==> src/rtl/conv_row_sched_if.sv <==
// rtl/conv_row_sched_if.sv - DRAM row-read and PE line-pass handshake bundle
// Master side is the scheduler: it raises the row request and compute
// enable; slave side acknowledges reads and reports line-pass completion.
interface conv_row_sched_if #(
  parameter int LITEWIDTH = 32
) ();
  logic                 O_rd_req;
  logic [LITEWIDTH-1:0] O_rd_addr;
  logic                 I_rd_ack;
  logic                 O_compute_en;
  logic                 I_line_done;

  modport master (
    output O_rd_req,
    output O_rd_addr,
    output O_compute_en,
    input  I_rd_ack,
    input  I_line_done
  );

  modport slave (
    input  O_rd_req,
    input  O_rd_addr,
    input  O_compute_en,
    output I_rd_ack,
    output I_line_done
  );
endinterface

==> src/rtl/conv_row_sched.sv <==
// rtl/conv_row_sched.sv - convolution (h,kh) row walker and DRAM row-read scheduler (optional macro: DILATION_EN)
// Walks every (output row, kernel row) pair of a layer, maps it to an input
// row through stride/padding/dilation, requests that row from DRAM and holds
// compute enable until the PE array finishes the line pass. Pairs that land
// in padding produce a one-cycle pad pulse instead of a read.
module conv_row_sched #(
  parameter int W_WIDTH   = 12,
  parameter int KWIDTH    = 4,
  parameter int SWIDTH    = 3,
  parameter int PWIDTH    = 3,
  parameter int LITEWIDTH = 32,
  parameter int DLWIDTH   = 3
) (
  input  logic                 I_clk,
  input  logic                 I_rst_n,
  input  logic                 I_ap_start,
  input  logic [W_WIDTH-1:0]   I_oheight,
  input  logic [W_WIDTH-1:0]   I_iheight,
  input  logic [KWIDTH-1:0]    I_kernel_h,
  input  logic [SWIDTH-1:0]    I_stride_h,
  input  logic [PWIDTH-1:0]    I_pad_h,
  input  logic [DLWIDTH-1:0]   I_dilation_h,
  input  logic [LITEWIDTH-1:0] I_feature_base_addr,
  input  logic [LITEWIDTH-1:0] I_line_bytes,
  conv_row_sched_if.master     rd_if,
  output logic [W_WIDTH-1:0]   O_h,
  output logic [KWIDTH-1:0]    O_kh,
  output logic [W_WIDTH-1:0]   O_hindex,
  output logic                 O_pad_row,
  output logic                 O_last_line,
  output logic                 O_busy,
  output logic                 O_done
);

  // Signed input-row arithmetic width: three guard bits above the row counters.
  localparam int HW = W_WIDTH + 3;

  typedef enum logic [2:0] {
    S_IDLE,
    S_CALC,
    S_PAD,
    S_REQ,
    S_RUN,
    S_NEXT,
    S_FIN
  } state_t;

  state_t r_state;
  state_t w_next;

  // Layer configuration captured at start.
  logic [W_WIDTH-1:0]   r_oheight;
  logic [W_WIDTH-1:0]   r_iheight;
  logic [KWIDTH-1:0]    r_kernel_h;
  logic [SWIDTH-1:0]    r_stride;
  logic [PWIDTH-1:0]    r_pad;
  logic [LITEWIDTH-1:0] r_base;
  logic [LITEWIDTH-1:0] r_line_bytes;

  // Walk position and per-pair results.
  logic [W_WIDTH-1:0]   r_h;
  logic [KWIDTH-1:0]    r_kh;
  logic [W_WIDTH-1:0]   r_hindex;
  logic [LITEWIDTH-1:0] r_rd_addr;
  logic                 r_busy_tail;

  logic                 w_start;
  logic                 w_empty;
  logic                 w_kh_last;
  logic                 w_last_pair;
  logic [HW-1:0]        w_h_term;
  logic [HW-1:0]        w_kh_term;
  logic [HW-1:0]        w_hidx;
  logic                 w_oob;
  logic [LITEWIDTH-1:0] w_addr;

  // A new layer is accepted only once the busy tail after the previous one has cleared.
  assign w_start     = (r_state == S_IDLE) && !r_busy_tail && I_ap_start;
  assign w_empty     = (I_oheight == '0) || (I_kernel_h == '0);
  assign w_kh_last   = (r_kh == r_kernel_h - KWIDTH'(1));
  assign w_last_pair = w_kh_last && (r_h == r_oheight - W_WIDTH'(1));

  assign w_h_term = HW'(r_h) * HW'(r_stride);

`ifdef DILATION_EN
  logic [DLWIDTH-1:0]        r_dil;
  logic [KWIDTH+DLWIDTH-1:0] w_kh_dil;

  // Dilation is latched with the rest of the layer configuration; zero means one.
  always_ff @(posedge I_clk or negedge I_rst_n) begin
    if (!I_rst_n) begin
      r_dil <= '0;
    end else if (w_start) begin
      r_dil <= (I_dilation_h == '0) ? DLWIDTH'(1) : I_dilation_h;
    end
  end

  assign w_kh_dil  = (KWIDTH+DLWIDTH)'(r_kh) * (KWIDTH+DLWIDTH)'(r_dil);
  assign w_kh_term = HW'(w_kh_dil);
`else
  logic w_unused_dil;

  assign w_unused_dil = ^I_dilation_h;
  assign w_kh_term    = HW'(r_kh);
`endif

  // Negative results wrap to a set sign bit, which marks a top-padding row.
  assign w_hidx = w_h_term + w_kh_term - HW'(r_pad);
  assign w_oob  = w_hidx[HW-1] || (w_hidx >= HW'(r_iheight));
  assign w_addr = r_base + LITEWIDTH'(w_hidx[W_WIDTH-1:0]) * r_line_bytes;

  // Capture layer configuration at start so mid-layer input changes have no effect.
  always_ff @(posedge I_clk or negedge I_rst_n) begin
    if (!I_rst_n) begin
      r_oheight    <= '0;
      r_iheight    <= '0;
      r_kernel_h   <= '0;
      r_stride     <= '0;
      r_pad        <= '0;
      r_base       <= '0;
      r_line_bytes <= '0;
    end else if (w_start) begin
      r_oheight    <= I_oheight;
      r_iheight    <= I_iheight;
      r_kernel_h   <= I_kernel_h;
      r_stride     <= (I_stride_h == '0) ? SWIDTH'(1) : I_stride_h;
      r_pad        <= I_pad_h;
      r_base       <= I_feature_base_addr;
      r_line_bytes <= I_line_bytes;
    end
  end

  // Advance the (h,kh) walk: clear on start, step kh then h in NEXT.
  always_ff @(posedge I_clk or negedge I_rst_n) begin
    if (!I_rst_n) begin
      r_h  <= '0;
      r_kh <= '0;
    end else if (w_start) begin
      r_h  <= '0;
      r_kh <= '0;
    end else if (r_state == S_NEXT) begin
      if (w_kh_last) begin
        r_kh <= '0;
        r_h  <= r_h + W_WIDTH'(1);
      end else begin
        r_kh <= r_kh + KWIDTH'(1);
      end
    end
  end

  // Register input row and DRAM address of a valid pair so they stay stable through REQ and RUN.
  always_ff @(posedge I_clk or negedge I_rst_n) begin
    if (!I_rst_n) begin
      r_hindex  <= '0;
      r_rd_addr <= '0;
    end else if ((r_state == S_CALC) && !w_oob) begin
      r_hindex  <= w_hidx[W_WIDTH-1:0];
      r_rd_addr <= w_addr;
    end
  end

  // Keep busy asserted for one cycle after the done pulse.
  always_ff @(posedge I_clk or negedge I_rst_n) begin
    if (!I_rst_n) begin
      r_busy_tail <= 1'b0;
    end else begin
      r_busy_tail <= (r_state == S_FIN);
    end
  end

  // State register.
  always_ff @(posedge I_clk or negedge I_rst_n) begin
    if (!I_rst_n) begin
      r_state <= S_IDLE;
    end else begin
      r_state <= w_next;
    end
  end

  // Next-state and per-state strobes; ack wins over line_done in REQ because only RUN looks at line_done.
  always_comb begin
    w_next             = r_state;
    O_pad_row          = 1'b0;
    O_done             = 1'b0;
    rd_if.O_rd_req     = 1'b0;
    rd_if.O_compute_en = 1'b0;
    case (r_state)
      S_IDLE: begin
        if (w_start) begin
          w_next = w_empty ? S_FIN : S_CALC;
        end
      end
      S_CALC: begin
        w_next = w_oob ? S_PAD : S_REQ;
      end
      S_PAD: begin
        O_pad_row = 1'b1;
        w_next    = S_NEXT;
      end
      S_REQ: begin
        rd_if.O_rd_req = 1'b1;
        if (rd_if.I_rd_ack) begin
          w_next = S_RUN;
        end
      end
      S_RUN: begin
        rd_if.O_compute_en = 1'b1;
        if (rd_if.I_line_done) begin
          w_next = S_NEXT;
        end
      end
      S_NEXT: begin
        w_next = w_last_pair ? S_FIN : S_CALC;
      end
      S_FIN: begin
        O_done = 1'b1;
        w_next = S_IDLE;
      end
      default: begin
        w_next = S_IDLE;
      end
    endcase
  end

  assign rd_if.O_rd_addr = r_rd_addr;
  assign O_h             = r_h;
  assign O_kh            = r_kh;
  assign O_hindex        = r_hindex;
  assign O_busy          = (r_state != S_IDLE) || r_busy_tail;
  assign O_last_line     = O_busy && (r_h == r_oheight - W_WIDTH'(1));

endmodule
==> src/flat_wrapper.sv <==
// flat-port wrapper written by rule: the top's interface ports become plain ports
module conv_row_sched_flat 
#(
  parameter int W_WIDTH   = 12,
  parameter int KWIDTH    = 4,
  parameter int SWIDTH    = 3,
  parameter int PWIDTH    = 3,
  parameter int LITEWIDTH = 32,
  parameter int DLWIDTH   = 3
)
  (I_clk, I_rst_n, I_ap_start, I_oheight, I_iheight, I_kernel_h, I_stride_h, I_pad_h, I_dilation_h, I_feature_base_addr, I_line_bytes, O_h, O_kh, O_hindex, O_pad_row, O_last_line, O_busy, O_done, rd_if_O_rd_req, rd_if_O_rd_addr, rd_if_O_compute_en, rd_if_I_rd_ack, rd_if_I_line_done);
  conv_row_sched_if #(.LITEWIDTH(LITEWIDTH)) rd_if_i ();
  input  logic I_clk;
  input  logic I_rst_n;
  input  logic I_ap_start;
  input  logic [W_WIDTH-1:0] I_oheight;
  input  logic [W_WIDTH-1:0] I_iheight;
  input  logic [KWIDTH-1:0] I_kernel_h;
  input  logic [SWIDTH-1:0] I_stride_h;
  input  logic [PWIDTH-1:0] I_pad_h;
  input  logic [DLWIDTH-1:0] I_dilation_h;
  input  logic [LITEWIDTH-1:0] I_feature_base_addr;
  input  logic [LITEWIDTH-1:0] I_line_bytes;
  output logic [W_WIDTH-1:0] O_h;
  output logic [KWIDTH-1:0] O_kh;
  output logic [W_WIDTH-1:0] O_hindex;
  output logic O_pad_row;
  output logic O_last_line;
  output logic O_busy;
  output logic O_done;
  output wire logic [$bits(rd_if_i.O_rd_req)-1:0] rd_if_O_rd_req;
  output wire logic [$bits(rd_if_i.O_rd_addr)-1:0] rd_if_O_rd_addr;
  output wire logic [$bits(rd_if_i.O_compute_en)-1:0] rd_if_O_compute_en;
  input wire logic [$bits(rd_if_i.I_rd_ack)-1:0] rd_if_I_rd_ack;
  input wire logic [$bits(rd_if_i.I_line_done)-1:0] rd_if_I_line_done;
  assign rd_if_O_rd_req = rd_if_i.O_rd_req;
  assign rd_if_O_rd_addr = rd_if_i.O_rd_addr;
  assign rd_if_O_compute_en = rd_if_i.O_compute_en;
  assign rd_if_i.I_rd_ack = rd_if_I_rd_ack;
  assign rd_if_i.I_line_done = rd_if_I_line_done;
  conv_row_sched #(.W_WIDTH(W_WIDTH), .KWIDTH(KWIDTH), .SWIDTH(SWIDTH), .PWIDTH(PWIDTH), .LITEWIDTH(LITEWIDTH), .DLWIDTH(DLWIDTH)) u_core (.I_clk(I_clk), .I_rst_n(I_rst_n), .I_ap_start(I_ap_start), .I_oheight(I_oheight), .I_iheight(I_iheight), .I_kernel_h(I_kernel_h), .I_stride_h(I_stride_h), .I_pad_h(I_pad_h), .I_dilation_h(I_dilation_h), .I_feature_base_addr(I_feature_base_addr), .I_line_bytes(I_line_bytes), .rd_if(rd_if_i), .O_h(O_h), .O_kh(O_kh), .O_hindex(O_hindex), .O_pad_row(O_pad_row), .O_last_line(O_last_line), .O_busy(O_busy), .O_done(O_done));
endmodule
==> config.mk <==
export PLATFORM = sky130hd
export DESIGN_NAME = conv_row_sched_flat
export DESIGN_NICKNAME = d
export VERILOG_FILES = /design/src/rtl/conv_row_sched_if.sv /design/src/rtl/conv_row_sched.sv /design/src/flat_wrapper.sv
export SDC_FILE = /design/constraint.sdc
export NUM_CORES = 1
export LEC_CHECK = 0
export BUFFER_PORTS_ARGS = -buffer_cell sky130_fd_sc_hd__buf_2
export CORE_ASPECT_RATIO = 1.2
export CORE_MARGIN = 1.5
export CORE_UTILIZATION = 51
export DETAILED_ROUTE_END_ITERATION = 8
export MAX_ROUTING_LAYER = met4
export PLACE_DENSITY_LB_ADDON = 0.25
export SLEW_MARGIN = 20
export SYNTH_ARGS = -nofsm -noshare
export SYNTH_HDL_FRONTEND = slang
export SYNTH_SLANG_ARGS = --single-unit
==> constraint.sdc <==
create_clock -name I_clk -period 12.3 [get_ports I_clk]
set_input_delay 3.69 -clock I_clk [delete_from_list [all_inputs] [get_ports I_clk]]
set_output_delay 3.69 -clock I_clk [all_outputs]
set_load 0.01 [all_outputs]
==> results of run 1 <==
-- synth_stat cells, types with 32 or more instances --
cell type / count
a21oi_1: 32
o21ai_0: 63
and2_1: 136
xor2_1: 32
xnor2_1: 47
inv_1: 360
nand2_1: 526
ha_1: 108
dfrtp_1: 162
fa_1: 284
clkbuf_1: 88
nor2_1: 42
-- logic make-up after synthesis --
family                     count (synthesis)
and+or+nand+nor                          793
buffers and inverters                    459
adders and majority gates                392
AOI/OAI and AO/OA                        197
DFF                                      162
xor gates and xnor gates                  82
muxes                                     19
-- layer usage --
| layer | up-vias | GRT usage (%) |
|---|---|---|
| met5 | - | - |
| met4 | 0 | 7.39 |
| met3 | 54 | 3.43 |
| met2 | 361 | 44.0 |
| met1 | 7157 | 33.8 |
| li1 | 6620 | - |
-- worst paths after layout --
path                                              endpoint  cells past startpoint                        from
worst max-delay path            u_core.rd_if.O_rd_addr[31]                     34          u_core.r_stride[1]
worst min-delay path            u_core.rd_if.O_rd_addr[22]                      2  u_core.rd_if.O_rd_addr[22]
worst max register to register  u_core.rd_if.O_rd_addr[31]                     34          u_core.r_stride[1]
worst min register to register  u_core.rd_if.O_rd_addr[22]                      2  u_core.rd_if.O_rd_addr[22]
max in group asynchronous                 u_core.r_base[3]                      3                     I_rst_n
min in group asynchronous       u_core.rd_if.O_rd_addr[28]                      1                     I_rst_n
-- registers in the layout (all words and copies together) (netlist names) --
signal	count
u_core.O_hindex	12
u_core.r_line_bytes	32
u_core.r_pad	3
u_core.r_oheight	12
u_core.r_kernel_h	4
u_core.O_kh	4
u_core.rd_if.O_rd_addr	32
u_core.r_state	3
u_core.r_busy_tail	1
u_core.r_base	32
u_core.O_h	12
u_core.r_stride	3
u_core.r_iheight	12
-- final cells by class --
type,count,area [um2]
sequential,162,4050
antenna,1,2.50
tap,468,586
clock buffer,18,439
timing repair buffer,184,967
clock inverter,13,161
inverter,361,1360
fill,3251,15500
multi-input combinational,1483,12900
-- worst register-to-register path, delay by kind of cell, from the launching register on --
kind            cells  cell delay, ps
xor+xnor            1              80
mux                 1             250
fa+ha+maj          11            4670
compound gates      9            2450
simple gates        5            1420
flops               1             560
buf+inv             7             700
-- stage by stage --
| stage | util [%] | worst slack (ps) | std cells | instance area, um2 | hold WS [ps] |
|---|---|---|---|---|---|
| 6_report | 56.9 | 2050 | 2690 | 20500 | 472 |
| 5_1_grt | 56.9 | 1590 | 2690 | 20500 | 506 |
| 4_1_cts | 56.9 | 2100 | 2689 | 20500 | 481 |
| 3_5_place_dp | 55.2 | 2140 | 2658 | 19900 | 465 |
| 3_3_place_gp | 55.2 | 2280 | 2658 | 19900 | 461 |
| 2_1_floorplan | - | 3440 | 2104 | 18600 | 446 |
==> impl_metrics.csv, run 1 <==
group,metric,value,unit
clock_network,numCtsBuffers,17,
status,status,"finished, final reports clean",
route,firstDrtPassIters,5,
global_routing,grt_max_degree,84,
die,ios,172,
yosys,yosysTopAreaCell,"fa_1",
clock_network,cts.repair.resized,0,
critical_path,path_delay_family,"adder cells",
yosys,synth_top_family_by_area,"adder cells",
final_layout,area_growth_syn_to_layout,9.81,%
critical_path,cpMostUsedCell,"fa_1",
die,die_area,37700,um2
yosys,synth_nets,2602,
yosys,yosys.area.top_type_share,30.5,%
route,wl_per_cell,16.6,um
yosys,synth_compound_area_share,6.87,%
route,drt-total-wl,44600,um
yosys,synth-edff-count,0,
route,wl_met1,19300,um
die,die_h,212,um
timing,post-route-min-period,10250,ps
yosys,yosysUniqueCellTypes,69,
critical_path,worstSetupPathType,"reg2reg",
min_path,min_path_type,"reg2reg",
final_layout,final_cell_mix,"525 x nand2_1, 360 x inv_1, 284 x fa_1",
timing,final-hold-violation-count,0,
clock_network,tritoncts,"yes",
route,wl_met2,22400,um
timing,setup_violations,0,
clock_network,clock_sinks,162,
yosys,ys.flop_type,"dfrtp_1",
timing,slew_headroom,26.4,%
critical_path,crit_slowest_cell,"nor2b_1",
global_routing,antenna_found_initial,1,
critical_path,rrSetupSlack,2050,ps
yosys,ys.warnings.count,0,
clock_network,post_cts_buffers,0,
placed_design,gp_congestion,0.844,
yosys,ys_seq_area_share,21.8,%
critical_path,critPathBufInv,7,
timing,fmax,97.5,MHz
timing,fin_crit_sh,83.3,%
clock_network,root_buffer,"clkbuf_16",
timing,slew_violations,0,
route,vias,14192,
critical_path,required,12640,ps
route,vias_per_cell,5.28,
placed_design,io_buffers,168,
yosys,synthArstFlopShare,100,%
die,initial_core_util,51.8,%
yosys,synth_xor_xnor_area_share,4.08,%
global_routing,grt_pass1_vias,15001,
clock_network,ctsHoldBuffers,0,
timing,rsz0062_at_grt,"false",
timing,tightest_slew,1100,ps
critical_path,endpoint_kind,"flop",
yosys,synth_fa_ha_area_share,37.8,%
die,die_x,177,um
run,maxCapViolCount,0,
route,route.met3.wl,2140,um
final_layout,drive_gt1_share,11.2,%
global_routing,grt_overflow_total,0,
die,coreArea,35900,um2
critical_path,slowest_delay,770,ps
timing,finClkSkew,11.8,ps
critical_path,start_kind,"flop",
critical_path,arrival,10600,ps
clock_network,htreeDepth,4,
global_routing,grt_pass1_wl,74900,um
yosys,synthSimpleGateAreaFrac,19.1,%
route,drc_errors,0,
yosys,muxShareOfSynthArea,1.15,%
yosys,synthTopCellsByArea,"fa_1 31%, dfrtp_1 22%, nand2_1 11%, ha_1 7.3%, inv_1 7.3%",
clock_network,cts_max_path_buffers,2,
route,ant_nets,0,
critical_path,worstPathMaxFanout,14,
timing,tns,0,ps
die,num_rows,76,
route,drt_iter0_markers,782,
route,dr.max_layer_used,"met4",
yosys,synth_cells,2104,
yosys,ys_seq_elements,162,
clock_network,path_clk_slew,70,ps
final_layout,fin_nets,2707,
placed_design,dp_hpwl,34400,um
global_routing,grt_usage,26.4,%
yosys,netlist_area,18600,um2
yosys,syn_avg_cell_area,8.85,um2
final_layout,final_common_cell,"nand2_1",
clock_network,clk_latency,460,ps
Power of run 1 is left out: the tool's default activity adds up to more than one toggle a clock period on the data nets, which glitch-free logic cannot reach.
==> run 2, diff against run 1 <==
==> constraint.sdc (replaced) <==
create_clock -name I_clk -period 9.5 [get_ports I_clk]
set_input_delay 2.85 -clock I_clk [delete_from_list [all_inputs] [get_ports I_clk]]
set_output_delay 2.85 -clock I_clk [all_outputs]
set_load 0.01 [all_outputs]
==> run 2 against run 1 <==
Effect of this change:
- critical path depth rose by 1
- first-iteration DRC count rose by 8.4%
- cell count rose by 1.1%
- sequential cell count did not move
- register-to-register slack got worse by 1700 ps
- global-route usage rose by 0.18 points
- setup slack got worse by 1700 ps
- maximum frequency rose by 12%
- count of clock-buffer cells in the layout did not move
- non-clock buffer count rose by 30
- via count rose by 0.76%
- critical path type unchanged
- critical endpoint is now u_core.rd_if.O_rd_addr[23]
==> impl_metrics.csv, run 2 (synthesized netlist as in run 1, its figures left out) <==
group,metric,value,unit
status,status,"finished, final reports clean",
timing,slew_violations,0,
placed_design,dp_hpwl,35400,um
route,wl_per_cell,16.6,um
run,maxCapViolCount,0,
final_layout,num_antenna_cells,0,
timing,final-hold-violation-count,0,
global_routing,grt_overflow_total,0,
final_layout,fin_area,20700,um2
global_routing,grt_usage,26.5,%
die,die_x,177,um
clock_network,root_buffer,"clkbuf_16",
route,drt_iter0_markers,848,
final_layout,fin_nets,2737,
clock_network,cts_max_path_buffers,2,
timing,tns,0,ps
final_layout,drive_gt1_share,12.6,%
clock_network,numCtsBuffers,17,
critical_path,start_kind,"flop",
critical_path,path_delay_family,"adder cells",
route,firstDrtPassIters,5,
route,drc_errors,0,
critical_path,slowest_delay,540,ps
timing,fin_crit_sh,96.0,%
placed_design,gp_congestion,0.880,
route,vias,14300,
die,num_rows,76,
critical_path,cpMostUsedCell,"fa_1",
placed_design,io_buffers,168,
clock_network,clock_sinks,162,
timing,fmax,110,MHz
global_routing,antenna_found_initial,0,
route,vias_per_cell,5.26,
clock_network,htreeDepth,4,
die,die_h,212,um
die,coreArea,35900,um2
timing,rsz0062_at_grt,"true",
global_routing,grt_pass1_wl,75200,um
critical_path,worstPathMaxFanout,25,
final_layout,area_growth_syn_to_layout,11.0,%
critical_path,crit_slowest_cell,"fa_1",
min_path,min_path_type,"reg2reg",
timing,slew_headroom,37.6,%
die,ios,172,
global_routing,grt_pass1_vias,15032,
critical_path,arrival,9450,ps
final_layout,final_cell_mix,"525 x nand2_1, 359 x inv_1, 284 x fa_1",
final_layout,final_common_cell,"nand2_1",
clock_network,tritoncts,"yes",
critical_path,required,9830,ps
clock_network,path_clk_slew,70,ps
critical_path,worstSetupPathType,"reg2reg",
clock_network,ctsHoldBuffers,0,
die,die_area,37700,um2
placed_design,postPlaceCellArea,20100,um2
die,initial_core_util,51.8,%
global_routing,grt_max_degree,79,
timing,finClkSkew,17.2,ps
route,drt-total-wl,45100,um
route,ant_nets,0,
clock_network,clk_latency,470,ps
critical_path,endpoint_kind,"flop",
timing,setup_violations,0,
timing,post-route-min-period,9120,ps
timing,tightest_slew,931,ps
critical_path,critPathBufInv,8,
run 2: final cells by class:
class	instances	area [um2]
clock buffers	18	429
clock inverters	13	131
fillers	3229	15300
inverters	361	1360
multi-input cells	1483	12900
flip-flops and latches	162	4050
well taps	468	586
repair buffers	214	1220
run 2: worst paths after layout:
kind	from	end	slack, ps	cells past startpoint
min in group asynchronous	I_rst_n	u_core.rd_if.O_rd_addr[27]	2320	1
hold / removal	u_core.rd_if.O_rd_addr[20]	u_core.rd_if.O_rd_addr[20]	470	2
setup reg to reg	u_core.r_stride[1]	u_core.rd_if.O_rd_addr[23]	380	35
max in group asynchronous	I_rst_n	u_core.O_h[7]	5340	3
hold reg to reg	u_core.rd_if.O_rd_addr[20]	u_core.rd_if.O_rd_addr[20]	470	2
setup / recovery	u_core.r_stride[1]	u_core.rd_if.O_rd_addr[23]	380	35
run 2: stage by stage:
stage | hold WS, ps | cells | utilization, % | setup WS (ps)
6_report | 473 | 2719 | 57.5 | 380
5_1_grt | 502 | 2719 | 57.5 | -15.4
4_1_cts | 481 | 2718 | 57.5 | 244
3_5_place_dp | 466 | 2687 | 55.9 | 283
3_3_place_gp | 462 | 2687 | 55.9 | 403
2_1_floorplan | 446 | 2104 | - | 638
run 2: repair_timing:
action | CTS | global route
endpoints found under the hold margin | 0 | 0
setup buffers | 0 | 1
endpoints found under the setup margin | 0 | 3
gates resized for setup | 0 | 5
run 2: metal layers:
layer / vias up / GRT usage [%] / share of wire [%]
met2: 365 / 44.2 / 50
met3: 68 / 4.24 / 5.1
met5: - / - / 0
li1: 6689 / - / -
met1: 7178 / 33.1 / 43
met4: 0 / 8.49 / 2.5
run 2: worst min-delay path: cells and delay by family (launching register included):
kind | cells | cell delay [ps]
AND/OR/NAND/NOR | 1 | 40
flip-flops | 1 | 340
AO/OA/AOI/OAI | 1 | 60
Power of run 2 is left out for the same reason.
